===== src/rtl/clk_div_period_meter.sv =====
// clk_div_period_meter: measures high time, low time and period of an asynchronous square wave in clk cycles
module clk_div_period_meter #(
  parameter int WIDTH = 16,
  parameter int SYNC_STAGES = 2,
  parameter int TIMEOUT = 65535
) (
  input  logic             clk,
  input  logic             global_rst,
  input  logic             enable,
  input  logic             sig_in,
  output logic             rise_pulse,
  output logic             fall_pulse,
  output logic [WIDTH-1:0] high_cnt,
  output logic [WIDTH-1:0] low_cnt,
  output logic [WIDTH:0]   period,
  output logic             meas_valid,
  output logic             timeout
);
  typedef enum logic [1:0] {idle, arm, meas_high, meas_low} state_t;
  localparam logic [WIDTH-1:0] tmo_lim = WIDTH'(TIMEOUT);
  localparam logic [WIDTH-1:0] cnt_max = {WIDTH{1'b1}};
  state_t state, state_n;
  logic [SYNC_STAGES-1:0] sync;
  logic s, s_d, rise, fall, edge_seen, tmo;
  logic [WIDTH-1:0] cnt, cnt_n, high_n, low_n;
  logic [WIDTH:0] period_n;
  logic valid_n, timeout_n;
  assign s = sync[SYNC_STAGES-1];
  assign rise = s & ~s_d;
  assign fall = ~s & s_d;
  assign edge_seen = rise | fall;
  // an edge arriving in the same cycle as the limit wins over the timeout
  assign tmo = (cnt == tmo_lim) && !edge_seen;
  always_comb begin
    state_n = state;
    cnt_n = edge_seen ? WIDTH'(1) : (cnt == cnt_max ? cnt : cnt + 1'b1);
    high_n = high_cnt;
    low_n = low_cnt;
    period_n = period;
    valid_n = 1'b0;
    timeout_n = timeout;
    if (!enable) begin
      state_n = idle;
      cnt_n = '0;
    end else begin
      case (state)
        idle: begin
          state_n = arm;
          cnt_n = '0;
        end
        arm: state_n = rise ? meas_high : arm;
        meas_high: if (fall) begin
          high_n = cnt;
          state_n = meas_low;
        end
        meas_low: if (rise) begin
          low_n = cnt;
          period_n = {1'b0, high_cnt} + {1'b0, cnt};
          valid_n = 1'b1;
          state_n = meas_high;
        end
        default: state_n = idle;
      endcase
      if (state != idle && rise) timeout_n = 1'b0;
      if (state != idle && tmo) begin
        timeout_n = 1'b1;
        high_n = '0;
        low_n = '0;
        period_n = '0;
        state_n = arm;
      end
    end
  end
  always_ff @(posedge clk or posedge global_rst) begin
    if (global_rst) begin
      sync <= '0;
      s_d <= 1'b0;
      rise_pulse <= 1'b0;
      fall_pulse <= 1'b0;
      state <= idle;
      cnt <= '0;
      high_cnt <= '0;
      low_cnt <= '0;
      period <= '0;
      meas_valid <= 1'b0;
      timeout <= 1'b0;
    end else begin
      sync <= {sync[SYNC_STAGES-2:0], sig_in};
      s_d <= s;
      rise_pulse <= rise;
      fall_pulse <= fall;
      state <= state_n;
      cnt <= cnt_n;
      high_cnt <= high_n;
      low_cnt <= low_n;
      period <= period_n;
      meas_valid <= valid_n;
      timeout <= timeout_n;
    end
  end
endmodule


===== config.mk =====
export PLATFORM = sky130hd
export DESIGN_NAME = clk_div_period_meter
export DESIGN_NICKNAME = d
export VERILOG_FILES = /design/src/rtl/clk_div_period_meter.sv
export SDC_FILE = /design/constraint.sdc
export NUM_CORES = 1
export LEC_CHECK = 0
export ABC_AREA = 1
export CAP_MARGIN = 10
export CORE_MARGIN = 3
export CORE_UTILIZATION = 58
export DETAILED_ROUTE_END_ITERATION = 12
export PLACE_DENSITY = 0.84
export SLEW_MARGIN = 15
export SYNTH_ARGS = -nofsm -noshare
export SYNTH_HDL_FRONTEND = slang
export SYNTH_SLANG_ARGS = --single-unit

===== constraint.sdc =====
create_clock -name clk -period 3.9 [get_ports clk]
set_input_delay 0.78 -clock clk [delete_from_list [all_inputs] [get_ports clk]]
set_output_delay 0.78 -clock clk [all_outputs]
set_load 0.03 [all_outputs]

==> impl_table.tex <==
\begin{tabular}{lr}
\hline
Metric & Value \\
\hline
\multicolumn{2}{l}{\textbf{Global route}} \\
Global-route wire length before repair & 16700 µm \\
All-layer global routing usage & approximately 25\% \\
Maximum number of pins on one net before global-route repair & 75 \\
Vias in the first global route & roughly 3500 \\
Remaining Overflow, GRT & 0 \\
Antenna violations before repair & 0 \\
\multicolumn{2}{l}{\textbf{Synthesis}} \\
Number of nets produced by synthesis & $\sim$570 \\
Fraction of post-synthesis cell area in the top cell type by area & between 40 and 50\% \\
Unique masters post-synth & 32 \\
Portion of the post-synthesis area used by sequential elements & between 40\% and 50\% \\
Cells taking the most area after synthesis & dfrtp\_1, nand2\_1, inv\_1 \\
Yosys warning count & 0 \\
Async SR Flop Fraction & 100\% \\
Top FF cell, synth & dfrtp\_1 \\
Average instance area after synthesis & just under 8 µm² \\
Cell type with the largest total area after synthesis & dfrtp\_1 \\
Cell Area, Synth & approximately 4200 µm² \\
Post-synth EDFFs & 0 \\
\#FFs+latches synth & 74 \\
Synth Instances & approximately 540 \\
\multicolumn{2}{l}{\textbf{Finish}} \\
Number of diodes added for antenna fixing & 0 \\
Area of all sequential standard cells & between 1500 and 2000 µm² \\
Fillcell total & roughly 590 \\
Most common library cell in the layout ignoring fill and taps & nand2\_1 \\
Area occupied by multi-input gates & between 1500 and 2000 µm² \\
Commonest cells after routing, fill and taps aside & nand2\_1, inv\_1, dfrtp\_1 \\
Growth of design area from synthesis to finish & 19.5\% \\
Share of cells above drive strength 1 & between 9 and 10\% \\
Final net count & roughly 630 \\
\multicolumn{2}{l}{\textbf{Power}} \\
Sequential power share & 42.0\% \\
Part of the power in combinational logic & a little over 30\% \\
Sw Share & about 38\% \\
Total power divided by cell area & between 400 and 500 nW/µm² \\
Clock Power Share & between 20 and 30\% \\
Worst vdd ir & between 0.2 and 0.3 mV \\
Overall power after layout & around 2.2 mW \\
Sw power & approximately 0.82 mW \\
Cell internal power dissipation & approximately 1.4 mW \\
Static Leak & about 2.6 nW \\
\multicolumn{2}{l}{\textbf{Clock network}} \\
Number of setup buffers added after CTS & 0 \\
Maximum level of the CTS H-tree & 3 \\
Hold-fix buffer count after cts & 0 \\
Clock sinks & 74 \\
Total clock buffers created by CTS & 9 \\
Clock transition at the registers of the reported paths & $\sim$100 ps \\
Number of gates resized after cts & 0 \\
Worst-skew pair later-pin latency & around 360 ps \\
Root buffer cell & clkbuf\_8 \\
CTS max path bufs & 2 \\
TritonCTS clock tree & done \\
\multicolumn{2}{l}{\textbf{Drt}} \\
DRC viols & 0 \\
Top routing layer in use & met4 \\
Number of DRC markers after the initial detailed-route iteration & $\sim$220 \\
Met1 Routed Length & approximately 4600 µm \\
Length of routed met3 wiring & between 500 and 600 µm \\
Met2 wire length & 4590 µm \\
Vias & between 3000 and 4000 \\
Count of nets left with antenna violations after detail routing & 0 \\
Pre-Repair DR Iteration Count & 4 \\
Detailed-route wire length & $\sim$9900 µm \\
Via-per-instance ratio & 5.25 \\
Routed len/inst & approximately 14 µm \\
\multicolumn{2}{l}{\textbf{Worst setup path}} \\
WP data required & between 4000 and 5000 ps \\
R2R cell count & 8 \\
Type of destination of the critical path & flop \\
Largest fanout of any net on the critical path & 11 \\
Worst setup path class & primary input to flop \\
Data arrival time at the worst-slack endpoint & between 2000 and 3000 ps \\
Kind of start point of the critical path & primary input \\
\multicolumn{2}{l}{\textbf{Placed design}} \\
Worst slack after detailed placement & 1310 ps \\
Last weighted congestion value of the routability-driven placer & about 0.90 \\
DP Wirelength & approximately 7300 µm \\
PortBufs & 56 \\
\multicolumn{2}{l}{\textbf{Timing}} \\
Final Setup Violations & 0 \\
Final WS setup & 1630 ps \\
Post-route minimum period & 2270 ps \\
Final setup TNS & 0 ps \\
Period Utilization, post-route & between 50\% and 60\% \\
Max Clock Freq & about 440 MHz \\
RSZ-0062 raised after global routing & no \\
Worst Skew & slightly above 10 ps \\
Headroom to the max-slew limit & a little under half \\
Tightest Pin Transition & 781 ps \\
Final max-slew violation count & 0 \\
Count of final hold-check violations & 0 \\
\multicolumn{2}{l}{\textbf{Floorplan}} \\
Die extent in y & approximately 91 µm \\
I/O pin count & 57 \\
Initial core utilization & approximately 60\% \\
Die area & between 8000 and 9000 µm² \\
Core region area & slightly below 7000 µm² \\
Row count & 30 \\
Die W & a little over 90 µm \\
\multicolumn{2}{l}{\textbf{Flow run}} \\
Max-capacitance violation count & 0 \\
\multicolumn{2}{l}{\textbf{Outcome}} \\
Outcome & complete, no violations \\
\multicolumn{2}{l}{\textbf{Hold path}} \\
Cell depth of the worst hold path & 0 \\
Type of the tightest min-delay check & flop to flop \\
\hline
\end{tabular}
power by group through the flow:
stage / Clock (mW) / Combinational, mW / Sequential (mW)
after global placement: 0 / 0.653 / 0.923
final: 0.588 / 0.668 / 0.911
after global routing: 0.625 / 0.732 / 0.921
after detailed placement: 0 / 0.665 / 0.925
after CTS: 0.593 / 0.669 / 0.910
after floorplan: 0 / 0.281 / 1.07
final timing paths:
| check | startpoint | to | slack [ps] |
|---|---|---|---|
| setup / recovery | enable | cnt[11] | 1630 |
| hold / removal | sync[0] | sync[1] | 360 |
| setup reg to reg | cnt[0] | high_cnt[14] | 1750 |
| hold reg to reg | sync[0] | sync[1] | 360 |
| max in group asynchronous | global_rst | period[2] | 2780 |
| min in group asynchronous | global_rst | low_cnt[3] | 790 |
worst max-delay path, stage by stage:
cell and delay (ps):
clkdlybuf4s50_1 620, inv_1 90, nor2_1 200, nand2_1 170
inv_1 300, nand2_1 100, nand2_1 100, a21boi_0 190
registers in the layout (all words and copies together), names as in the netlist:
register and flops:
period 17, high_cnt 16, s_d 1, rise_pulse 1, fall_pulse 1, meas_valid 1, timeout 1, cnt 16
low_cnt 16, state 2, sync 2
final cells by class:
| type | count | share of cell area, % |
|---|---|---|
| multi-input combinational | 366 | 38.2 |
| sequential | 74 | 36.8 |
| timing repair buffer | 57 | 11.5 |
| inverter | 96 | 7.31 |
| clock buffer | 9 | 2.46 |
| tap | 96 | 2.39 |
| clock inverter | 7 | 1.32 |
synthesized netlist by cell type, types with 6 or more instances:
cell type	n
a21oi_1	10
dfrtp_1	74
ha_1	19
inv_1	90
nand2_1	169
nand2_2	9
nand3_1	34
nand4_1	6
nor2_1	36
nor3_1	8
o21ai_0	13
o21ai_1	8
o21ai_2	10
o22ai_1	16
metrics by stage:
stage / instances / hold slack (ps) / util, % / instance area, µm²
after floorplan: 544 / 331 / - / 4210
after detailed placement: 689 / 341 / 70.1 / 4840
after global placement: 689 / 336 / 70.1 / 4840
final: 705 / 360 / 72.9 / 5030
after CTS: 705 / 363 / 72.9 / 5030
after global routing: 705 / 367 / 72.9 / 5030
kinds of logic (layout without fill, tap and decap cells):
family / Yosys count / in the layout / synth area share [%]
simple gates: 280 / 280 / 29.8
buf+inv: 104 / 169 / 10.4
flops: 74 / 74 / 44.0
compound gates: 63 / 63 / 9.09
fa+ha+maj: 20 / 20 / 6.12
xor+xnor: 3 / 3 / 0.624
per-layer routing:
layer	vias to the layer above	GRT usage [%]
li1	1838	-
met1	1730	34.4
met2	120	40.0
met3	16	3.65
met4	0	10.7
met5	-	0
No activity file was read; power rests on OpenSTA's default activity.
